===== config.mk =====
export PLATFORM = sky130hd
export DESIGN_NAME = parity_chk_skid_flat
export DESIGN_NICKNAME = d
export VERILOG_FILES = /design/src/rtl/parity_chk_skid_if.sv /design/src/rtl/parity_chk_skid.sv /design/src/flat_wrapper.sv
export SDC_FILE = /design/constraint.sdc
export NUM_CORES = 1
export LEC_CHECK = 0
export BUFFER_PORTS_ARGS = -buffer_cell sky130_fd_sc_hd__clkbuf_2
export CAP_MARGIN = 20
export CELL_PAD_IN_SITES_DETAIL_PLACEMENT = 0
export CELL_PAD_IN_SITES_GLOBAL_PLACEMENT = 1
export CORE_MARGIN = 2
export CORE_UTILIZATION = 43
export CTS_CLUSTER_DIAMETER = 30
export DETAILED_ROUTE_END_ITERATION = 10
export GPL_TIMING_DRIVEN = 0
export PLACE_DENSITY_LB_ADDON = 0.1
export SLEW_MARGIN = 20
export SYNTH_ARGS = -nofsm -noshare
export SYNTH_HDL_FRONTEND = slang
export SYNTH_SLANG_ARGS = --single-unit

===== constraint.sdc =====
create_clock -name ACLK -period 2.5 [get_ports ACLK]
set_clock_uncertainty 0.05 [all_clocks]
set_input_delay 0.375 -clock ACLK [delete_from_list [all_inputs] [get_ports ACLK]]
set_output_delay 0.375 -clock ACLK [all_outputs]
set_load 0.01 [all_outputs]

===== src/rtl/parity_chk_skid_if.sv =====
// Valid/ready channel plus error-reporting sideband for parity_chk_skid.
interface parity_chk_skid_if #(
   parameter int unsigned DW    = 32,
   parameter int unsigned PW    = 1,
   parameter int unsigned CNT_W = 8
) ();
   logic             S_VALID;
   logic [DW-1:0]    S_DATA;
   logic [PW-1:0]    S_PARITY;
   logic             S_READY;
   logic             M_VALID;
   logic [DW-1:0]    M_DATA;
   logic [PW-1:0]    M_PARITY;
   logic             M_READY;
   logic             ENERR;
   logic [PW-1:0]    FIERR;
   logic             ERR;
   logic             ERR_B;
   logic             ERR_STICKY;
   logic [CNT_W-1:0] ERR_CNT;
   logic             ERR_CLR;

   modport master (
      output S_VALID, S_DATA, S_PARITY, M_READY, ENERR, FIERR, ERR_CLR,
      input  S_READY, M_VALID, M_DATA, M_PARITY, ERR, ERR_B, ERR_STICKY, ERR_CNT
   );

   modport slave (
      input  S_VALID, S_DATA, S_PARITY, M_READY, ENERR, FIERR, ERR_CLR,
      output S_READY, M_VALID, M_DATA, M_PARITY, ERR, ERR_B, ERR_STICKY, ERR_CNT
   );
endinterface


===== src/rtl/parity_chk_skid.sv =====
// Receive-side parity checker with a 2-entry skid buffer; forwards data with
// regenerated parity and reports mismatches as pulse, sticky flag and counter.
module parity_chk_skid #(
   parameter int unsigned DW    = 32,
   parameter int unsigned PW    = 1,
   parameter int unsigned CNT_W = 8
) (
   input  logic           ACLK,
   input  logic           RESETN_ACLK,
   parity_chk_skid_if.slave bus
);

   localparam int unsigned         SW      = DW / PW;
   localparam logic [CNT_W-1:0]    CNT_MAX = '1;

   typedef enum logic [1:0] {EMPTY, ONE, FULL} state_t;

   // Even parity per slice.
   function automatic logic [PW-1:0] slice_parity(input logic [DW-1:0] d);
      logic [PW-1:0] p;
      p = '0;
      for (int k = 0; k < int'(PW); k++) p[k] = ^d[k*SW +: SW];
      return p;
   endfunction

   state_t           state_q, state_d;
   logic [DW-1:0]    m_data_q, m_data_d;
   logic [PW-1:0]    m_par_q, m_par_d;
   logic [DW-1:0]    skid_q, skid_d;
   logic             s_ready_q, s_ready_d;
   logic             m_valid_q, m_valid_d;
   logic             err_q, err_d;
   logic             err_b_q, err_b_d;
   logic             sticky_q, sticky_d;
   logic [CNT_W-1:0] cnt_q, cnt_d;
   logic             accept, send, mismatch;
   logic [PW-1:0]    calc;

   always_ff @(posedge ACLK or negedge RESETN_ACLK) begin
      if (!RESETN_ACLK) begin
         state_q   <= EMPTY;
         m_data_q  <= '0;
         m_par_q   <= '0;
         skid_q    <= '0;
         s_ready_q <= 1'b0;
         m_valid_q <= 1'b0;
         err_q     <= 1'b0;
         err_b_q   <= 1'b1;
         sticky_q  <= 1'b0;
         cnt_q     <= '0;
      end else begin
         state_q   <= state_d;
         m_data_q  <= m_data_d;
         m_par_q   <= m_par_d;
         skid_q    <= skid_d;
         s_ready_q <= s_ready_d;
         m_valid_q <= m_valid_d;
         err_q     <= err_d;
         err_b_q   <= err_b_d;
         sticky_q  <= sticky_d;
         cnt_q     <= cnt_d;
      end
   end

   // Buffer control: head lives in the output register, second beat in skid.
   always_comb begin
      state_d  = state_q;
      m_data_d = m_data_q;
      m_par_d  = m_par_q;
      skid_d   = skid_q;
      accept   = bus.S_VALID & s_ready_q;
      send     = m_valid_q & bus.M_READY;
      calc     = slice_parity(bus.S_DATA);

      case (state_q)
         EMPTY: begin
            if (accept) begin
               state_d  = ONE;
               m_data_d = bus.S_DATA;
               m_par_d  = calc;
            end
         end
         ONE: begin
            if (accept && send) begin
               m_data_d = bus.S_DATA;
               m_par_d  = calc;
            end else if (accept) begin
               state_d = FULL;
               skid_d  = bus.S_DATA;
            end else if (send) begin
               state_d = EMPTY;
            end
         end
         FULL: begin
            if (send) begin
               state_d  = ONE;
               m_data_d = skid_q;
               m_par_d  = slice_parity(skid_q);
            end
         end
         default: state_d = EMPTY;
      endcase

      s_ready_d = (state_d != FULL);
      m_valid_d = (state_d != EMPTY);

      // Error bookkeeping; a clear coinciding with a new error keeps that error.
      mismatch = accept & bus.ENERR & (calc != (bus.S_PARITY ^ bus.FIERR));
      err_d    = mismatch;
      err_b_d  = ~mismatch;
      sticky_d = sticky_q;
      cnt_d    = cnt_q;
      if (bus.ERR_CLR) begin
         sticky_d = mismatch;
         cnt_d    = CNT_W'(mismatch);
      end else if (mismatch) begin
         sticky_d = 1'b1;
         if (cnt_q != CNT_MAX) cnt_d = cnt_q + CNT_W'(1);
      end
   end

   assign bus.S_READY    = s_ready_q;
   assign bus.M_VALID    = m_valid_q;
   assign bus.M_DATA     = m_data_q;
   assign bus.M_PARITY   = m_par_q;
   assign bus.ERR        = err_q;
   assign bus.ERR_B      = err_b_q;
   assign bus.ERR_STICKY = sticky_q;
   assign bus.ERR_CNT    = cnt_q;

endmodule


===== src/flat_wrapper.sv =====
// flat-port wrapper written by rule: the top's interface ports become plain ports
module parity_chk_skid_flat 
#(
   parameter int unsigned DW    = 32,
   parameter int unsigned PW    = 1,
   parameter int unsigned CNT_W = 8
)
  (ACLK, RESETN_ACLK, bus_S_VALID, bus_S_DATA, bus_S_PARITY, bus_M_READY, bus_ENERR, bus_FIERR, bus_ERR_CLR, bus_S_READY, bus_M_VALID, bus_M_DATA, bus_M_PARITY, bus_ERR, bus_ERR_B, bus_ERR_STICKY, bus_ERR_CNT);
  parity_chk_skid_if #(.DW(DW), .PW(PW), .CNT_W(CNT_W)) bus_i ();
  input  logic ACLK;
  input  logic RESETN_ACLK;
  input wire logic [$bits(bus_i.S_VALID)-1:0] bus_S_VALID;
  input wire logic [$bits(bus_i.S_DATA)-1:0] bus_S_DATA;
  input wire logic [$bits(bus_i.S_PARITY)-1:0] bus_S_PARITY;
  input wire logic [$bits(bus_i.M_READY)-1:0] bus_M_READY;
  input wire logic [$bits(bus_i.ENERR)-1:0] bus_ENERR;
  input wire logic [$bits(bus_i.FIERR)-1:0] bus_FIERR;
  input wire logic [$bits(bus_i.ERR_CLR)-1:0] bus_ERR_CLR;
  output wire logic [$bits(bus_i.S_READY)-1:0] bus_S_READY;
  output wire logic [$bits(bus_i.M_VALID)-1:0] bus_M_VALID;
  output wire logic [$bits(bus_i.M_DATA)-1:0] bus_M_DATA;
  output wire logic [$bits(bus_i.M_PARITY)-1:0] bus_M_PARITY;
  output wire logic [$bits(bus_i.ERR)-1:0] bus_ERR;
  output wire logic [$bits(bus_i.ERR_B)-1:0] bus_ERR_B;
  output wire logic [$bits(bus_i.ERR_STICKY)-1:0] bus_ERR_STICKY;
  output wire logic [$bits(bus_i.ERR_CNT)-1:0] bus_ERR_CNT;
  assign bus_i.S_VALID = bus_S_VALID;
  assign bus_i.S_DATA = bus_S_DATA;
  assign bus_i.S_PARITY = bus_S_PARITY;
  assign bus_i.M_READY = bus_M_READY;
  assign bus_i.ENERR = bus_ENERR;
  assign bus_i.FIERR = bus_FIERR;
  assign bus_i.ERR_CLR = bus_ERR_CLR;
  assign bus_S_READY = bus_i.S_READY;
  assign bus_M_VALID = bus_i.M_VALID;
  assign bus_M_DATA = bus_i.M_DATA;
  assign bus_M_PARITY = bus_i.M_PARITY;
  assign bus_ERR = bus_i.ERR;
  assign bus_ERR_B = bus_i.ERR_B;
  assign bus_ERR_STICKY = bus_i.ERR_STICKY;
  assign bus_ERR_CNT = bus_i.ERR_CNT;
  parity_chk_skid #(.DW(DW), .PW(PW), .CNT_W(CNT_W)) u_core (.ACLK(ACLK), .RESETN_ACLK(RESETN_ACLK), .bus(bus_i));
endmodule

Word-level counts from Yosys, hierarchy flattened
Index checks and enable logic that the tools add are counted.
Operators by class
  add/subtract/negate cells: 1
  multipliers: 0
  div/mod/pow operators: 0
  magnitude comparators: 0
  equality and inequality tests: 8
  shift-type cells: 0
  muxes and demuxes: 19
  bitwise logic cells: 7
  reductions and logical operators: 11
Operator list (count)
  32-bit 2-to-1 mux: 3
  32-bit case mux with 3 select lines: 1
  32-bit XOR reduction: 2
  8-bit 2-to-1 mux: 3
  2-bit 2-to-1 mux: 5
  8-bit by 1-bit adder with 8-bit output (second input constant): 1
  8-bit inequality test (second input constant): 1
  2-bit by 1-bit inequality test with 1-bit output (second input constant): 3
  2-bit case mux with 3 select lines: 1
  2-bit nonzero test: 3
  1-bit 2-to-1 mux: 5
  1-bit bitwise AND: 4
  4-bit AND reduction: 1
  1-bit case mux with 3 select lines: 1
  3-bit AND reduction: 1
  3-bit nonzero test: 1
  2-bit by 1-bit equality test with 1-bit output (second input constant): 1
  2-bit equality test (second input constant): 1
  2-bit zero test: 1
  2-bit inequality test (second input constant): 1
  1-bit inverter: 2
  2-bit AND reduction: 1
  1-bit logical AND: 1
  1-bit inequality test: 1
  1-bit XOR: 1
Word-level totals
  register bits after elaboration: 80
  latch bits: 0
  RAM bits: 0
  memory bits (read-only): 0
  input port bits: 40
  output and inout port bits: 46
  memories kept: 0

Longest topological paths before layout
Gate-level depths: netlist of run 1.
  word-level depth: 6
  depth in mapped cells: 9
  depth with buffers taken out: 8

Least setup slack after synthesis of run 1
OpenSTA, ideal clock, no wires.
  path kind: input -> register
  from: input bus_S_DATA[28]
  to: register u_core.cnt_q[3] (netlist: u_core.bus.ERR_CNT[3])
  arrival time: 2.104 ns
  data required time: 2.372 ns
  slack: 0.268 ns
  stages on the path: 7
  buffers on the path: 0
  cell sequence: xor2_1 xnor2_1 xnor2_1 xnor2_2 xnor3_1 or4_1 a21oi_1
On the way
  cells in the longest elaborated chain, start to end: 5
RTL lines
  start, declared: RTL line flat_wrapper.sv:13  | input wire logic [$bits(bus_i.S_DATA)-1:0] bus_S_DATA;
  32-bit XOR reduction: RTL line parity_chk_skid.sv:22  | for (int k = 0; k < int'(PW); k++) p[k] = ^d[k*SW +: SW];
  1-bit inequality test: RTL line parity_chk_skid.sv:108  | mismatch = accept & bus.ENERR & (calc != (bus.S_PARITY ^ bus.FIERR));
  1-bit bitwise AND: RTL line parity_chk_skid.sv:108
  2-bit nonzero test (no source line)
  2-bit AND reduction (no source line)
  end signal, assigned: RTL line parity_chk_skid.sv:61  | cnt_q <= cnt_d;
  end, declared: RTL line parity_chk_skid.sv:35  | logic [CNT_W-1:0] cnt_q, cnt_d;
Every way passes these cells.
A chain may end at the register's enable or synchronous reset.

Final worst setup path of run 1
Ends and elaborated chain as after synthesis.

==> results of run 1 <==
## through the flow
step	setup WS, ns	util [%]	instances	power (uW)	hold slack [ns]
6_report	0.262	52.3	567	6890	-0.0104
2_1_floorplan	0.268	-	355	5060	0.0294
5_1_grt	0.0159	52.3	567	7500	0.0353
3_5_place_dp	-0.0884	50.2	551	6010	0.414
3_3_place_gp	-0.0800	50.1	551	5940	0.412
4_1_cts	0.186	52.3	567	7010	0.0193
## synthesized netlist by cell type, types with 2 or more instances
library cell  count  area, um^2
dfrtp_1          79        1980
xnor2_1          55         482
nand2_1          37         139
o21ai_0          35         175
mux2i_1          34         340
mux2_2           32         360
clkbuf_1         10        37.5
nand3_1           8        40.0
and3_1            7        43.8
inv_1             6        22.5
xor2_1            6        52.6
a21oi_1           5        25.0
buf_1             5        18.8
a31oi_1           3        18.8
nand2b_1          3        18.8
nor2_1            3        11.3
nor2b_1           3        18.8
a21o_1            2        15.0
and4_1            2        17.5
nand4_1           2        12.5
nor3_1            2        10.0
o31ai_1           2        15.0
or4_1             2        15.0
xnor2_2           2        32.5
## cell type report
| type | instances | area [um^2] | share of cell area, % |
|---|---|---|---|
| Clock inverter | 6 | 67.6 | 1.40 |
| Inverter | 6 | 22.5 | 0.468 |
| Buffer | 16 | 70.1 | 1.46 |
| Tap cell | 111 | 139 | 2.89 |
| Sequential cell | 80 | 2000 | 41.6 |
| Multi-Input combinational cell | 253 | 1950 | 40.5 |
| Clock buffer | 10 | 128 | 2.65 |
| Timing Repair Buffer | 85 | 434 | 9.02 |
## flip-flops by register name, summed over array words and instances (netlist names)
name,count
u_core.bus.ERR_CNT,8
u_core.skid_q,32
u_core.bus.ERR_STICKY,1
u_core.bus.M_PARITY,1
u_core.state_q,2
u_core.bus.M_VALID,1
u_core.bus.ERR,1
u_core.bus.S_READY,1
u_core.bus.ERR_B,1
u_core.bus.M_DATA,32
## layer usage
metal	up-vias	wire, um	part of all wire [%]	global-route usage [%]
li1	1404	-	-	-
met1	1326	4000	48	24.8
met2	60	3850	46	28.1
met3	12	341	4.1	3.05
met4	0	129	1.6	6.55
met5	-	0	0	0
## final timing paths
path                                 startpoint               endpoint  slack, ns  cells past startpoint
hold reg to reg            u_core.bus.M_DATA[4]   u_core.bus.M_DATA[4]       0.43                      2
min in group ACLK                bus_S_DATA[27]      u_core.skid_q[27]       0.25                      2
setup / recovery                 bus_S_DATA[28]  u_core.bus.ERR_CNT[3]       0.26                      8
hold / removal                      RESETN_ACLK  u_core.bus.M_DATA[28]      -0.01                      1
setup reg to reg             u_core.bus.S_READY    u_core.bus.M_PARITY       0.35                      9
max in group asynchronous           RESETN_ACLK      u_core.state_q[1]       1.95                      1
## worst reg2reg max path: cells and delay by family, from the launching register on
| family | cells | cell delay [ns] |
|---|---|---|
| AO/OA/AOI/OAI | 3 | 0.47 |
| buffers and inverters | 2 | 0.78 |
| flip-flops | 1 | 0.41 |
| AND/OR/NAND/NOR | 4 | 0.38 |
## cells by family after synthesis
family                   share of synthesized area, %
flip-flops                                       49.6
AND/OR/NAND/NOR                                  8.24
multiplexers                                     17.6
XOR/XNOR                                         15.3
AO/OA/AOI/OAI                                    6.81
buffers and inverters                            2.20
adder cells (fa/ha/maj)                         0.310
## power breakdown
part | internal [uW] | switching, uW
registers | 1890 | 417
clock network | 467 | 490
logic | 1860 | 1760
==> results.cfg, run 1 <==
[outcome]
status = finished, violations left
violations = hold timing

[layout]
insertedDiodeCount = 0
area_delta_synth_final_pct = 19.1
layout_commonest_cell = clkbuf_2
drive_gt1_share_pct = 30.7
fill_cells = 881
fin_area_um2 = 4810
nets = 492
most-common-layout-cells = clkbuf_2, dfrtp_1, xnor2_1

[worst_setup_path]
cp_data_arrival_time_ns = 2.46
startpoint_type = input port
path_class = input port to flip-flop
crit_path_frequent_cell = xnor2_1
crit_family = XOR/XNOR gates
crit_chain = clkbuf_2, xor2_1, xnor2_1, xnor2_1, xnor2_2, xnor3_1, or4_1, a21oi_1
slowest_stage = xnor3_1
worst-path-buf-inv = 1
critPathCaptureType = flip-flop
cp_max_fo = 4
worstPathRequired_ns = 2.72
slowest_delay_ns = 0.49

[sta]
max_slew_margin_pct = 48.4
tns_ns = 0
timing.fmax_ghz = 0.447
max_slew.worst_pin.slew_ns = 0.774
min_period_over_period_pct = 89.5
setup_viol = 0
hold-worst-slack_ns = -0.0104
rsz0062_at_grt = no
report.final.slew_viol_count = 0
fin_crit_ns = 2.24
hold_viol_final = 4

[placed_design]
place_area_um2 = 4610
port-buffer-count = 85
place_congestion = 0.762
dpl.hpwl_mm = 6.13

[detailed_routing]
drt_iter0_markers = 62
first_pass_iters = 4
routed_wl_mm = 8.32
drc = 0
ant_nets = 0
viasPerCell = 4.94
via_count = 2802
wire_per_inst_um = 14.7

[floorplanning]
rows = 35
fp.dieW_um = 101
initial_core_util_pct = 43.9
dieArea_um2 = 10200
design.core.area_um2 = 9200
die_h_um = 101
ios = 86

[logic_synthesis]
ys_ff_latch = 80
synth.distinct_cells = 34
async_flop_share_pct = 100
seq_area_frac_synth_pct = 49.6
netlist_area_um2 = 4040
synth-edff-count = 0
synthCells = 355
synth_nets = 396
yosys_warnings = 0
syn_avg_cell_area_um2 = 11.4
ys.flop_type = dfrtp_1

[pwr]
power_density_nw_per_um2 = 1430
irDropWorstVdd_mv = 0.535
p_leak_uw = 0.00217

[clock_tree]
ctsLongestPathBuffers = 2
numCtsBuffers = 9
postCtsSetupBuffers = 0
cts_tree = built
clk_latency_ns = 0.35
clock_sinks = 80
cts_resized = 0
cts_hold_buf = 0
htreeDepth = 3
cts.clk_slew.worst_paths_ns = 0.09
root_buffer = clkbuf_8

[global_route]
grt_max_degree = 81
gr-total-overflow = 0
grt_first_pass_wirelength_mm = 14.1
grtUsageTotal_pct = 17.8
antenna_found_initial = 0
grt_pass1_vias = 2885

[run]
maxCapViolCount = 0

[min_path]
min_path_type = input port to asynchronous set/reset pin
Note: power is estimated with default switching activity, not from simulation.
==> run 2: changes to the inputs <==
--- a/config.mk
+++ b/config.mk
@@ -14,7 +14,7 @@
 export CTS_CLUSTER_DIAMETER = 30
 export DETAILED_ROUTE_END_ITERATION = 10
 export GPL_TIMING_DRIVEN = 0
-export PLACE_DENSITY_LB_ADDON = 0.1
+export PLACE_DENSITY_LB_ADDON = 0.15
 export SLEW_MARGIN = 20
 export SYNTH_ARGS = -nofsm -noshare
 export SYNTH_HDL_FRONTEND = slang
==> run 2 against run 1 <==
The run still ends with hold timing left. Routed wire length grew 1.1%. Critical path depth grew 1. Sequential share of layout area shrank 0.13 points. Design area grew 0.31%. Sequential power is essentially flat. Hold slack lost 0.0044 ns. Register-to-register slack lost 0.12 ns. Critical endpoint is now u_core.bus.M_DATA[13]. Critical path type is now flip-flop to flip-flop. Clock power grew 8%. Core utilization grew 0.16 points. First-iteration DRC count grew 52%. Flip-flop and latch count is the same. Global-route usage shrank 0.079 points.
==> results.cfg, run 2 (synthesis results as in run 1) <==
[global_route]
antenna_found_initial = 0
gr-total-overflow = 0
grt_first_pass_wirelength_mm = 14.0
grt_max_degree = 81
grtUsageTotal_pct = 17.7
grt_pass1_vias = 2780

[sta]
fin_crit_ns = 2.27
setup_viol = 0
max_slew_margin_pct = 48.7
min_period_over_period_pct = 90.8
hold_viol_final = 5
report.final.slew_viol_count = 0
setup_ws_ns = 0.230
max_slew.worst_pin.slew_ns = 0.769
hold-worst-slack_ns = -0.0148
timing.fmax_ghz = 0.440
rsz0062_at_grt = no

[clock_tree]
clk_latency_ns = 0.34
cts_hold_buf = 0
cts_resized = 0
htreeDepth = 3
postCtsSetupBuffers = 0
cts.clk_slew.worst_paths_ns = 0.08
root_buffer = clkbuf_8
numCtsBuffers = 9
cts_tree = built
ctsLongestPathBuffers = 2
clock_sinks = 80

[floorplanning]
fp.dieW_um = 101
ios = 86
rows = 35
die_h_um = 101
initial_core_util_pct = 43.9
design.core.area_um2 = 9200
dieArea_um2 = 10200

[placed_design]
dpl.hpwl_mm = 6.18
port-buffer-count = 85
place_area_um2 = 4610
place_congestion = 0.803
post-place-ws_ns = -0.0795

[pwr]
power_density_nw_per_um2 = 1440
irDropWorstVdd_mv = 0.525
p_leak_uw = 0.00218

[detailed_routing]
viasPerCell = 5.01
ant_nets = 0
first_pass_iters = 4
wire_per_inst_um = 14.8
drc = 0
drt_iter0_markers = 94
via_count = 2843
routed_wl_mm = 8.41

[layout]
nets = 492
area_delta_synth_final_pct = 19.5
layout_commonest_cell = clkbuf_2
final-seq-area_um2 = 2000
multiInputGateArea_um2 = 1950
most-common-layout-cells = clkbuf_2, dfrtp_1, xnor2_1
insertedDiodeCount = 0
drive_gt1_share_pct = 30.0
final_util_pct = 52.5
fill_cells = 869
fin_area_um2 = 4830

[worst_setup_path]
critPathCaptureType = flip-flop
startpoint_type = flip-flop
reg2reg_slack_ns = 0.23
cp_max_fo = 10
worstPathRequired_ns = 2.71
cp_data_arrival_time_ns = 2.48
path_class = flip-flop to flip-flop

[outcome]
violations = hold timing
status = finished, violations left

[run]
maxCapViolCount = 0

[min_path]
min_path_type = input port to asynchronous set/reset pin
run 2: cell count changes in the layout (fill, tap and decap cells not counted):
| cell | delta |
|---|---|
| clkinv_4 | +1 |
| inv_6 | -2 |
| clkbuf_2 | -2 |
| clkbuf_1 | +3 |
| clkinvlp_4 | -1 |
| bufinv_16 | +1 |
run 2: worst paths after layout:
check                                   endpoint  depth (start not counted)            startpoint
min in group ACLK              u_core.skid_q[10]                          2        bus_S_DATA[10]
max reg2reg                u_core.bus.M_DATA[13]                          9    u_core.bus.S_READY
min                        u_core.bus.M_DATA[23]                          1           RESETN_ACLK
min reg2reg                 u_core.bus.M_DATA[0]                          2  u_core.bus.M_DATA[0]
max in group asynchronous      u_core.skid_q[28]                          1           RESETN_ACLK
max                        u_core.bus.M_DATA[13]                          9    u_core.bus.S_READY
run 2: layer usage:
| metal | wire length [um] | global-route usage [%] |
|---|---|---|
| met5 | 0 | 0 |
| met4 | 113 | 5.93 |
| met3 | 333 | 2.77 |
| met2 | 3930 | 27.2 |
| met1 | 4030 | 25.7 |
run 2: where the power goes:
group | total (uW) | switching, uW | internal (uW)
Clock | 1030 | 466 | 564
Sequential | 2310 | 421 | 1890
Combinational | 3610 | 1760 | 1850
run 2: worst max-delay path, cell delays in order, from the launching register on:
cell and delay (ns):
dfrtp_1 0.42, nand2_1 0.11, nor2_1 0.08, a31oi_1 0.15
nor2_1 0.07, a31oi_1 0.25, clkbuf_1 0.41, clkbuf_1 0.47
nand2_1 0.09, o21ai_0 0.09
run 2: layout make-up:
| type | count | area share [%] |
|---|---|---|
| repair buffers | 85 | 8.99 |
| clock buffers | 11 | 2.72 |
| clock inverters | 5 | 1.68 |
| plain buffers | 16 | 1.40 |
| inverters | 6 | 0.466 |
| flip-flops and latches | 80 | 41.5 |
| well taps | 111 | 2.88 |
| multi-input cells | 253 | 40.4 |
run 2: through the flow:
step                      total power, uW  instances  setup TNS [ns]
after detailed placement             6010        551          -0.251
after global routing                 7540        567               0
after floorplan                      5060        355               0
after CTS                            7070        567               0
final                                6960        567               0
after global placement               5930        551          -0.248
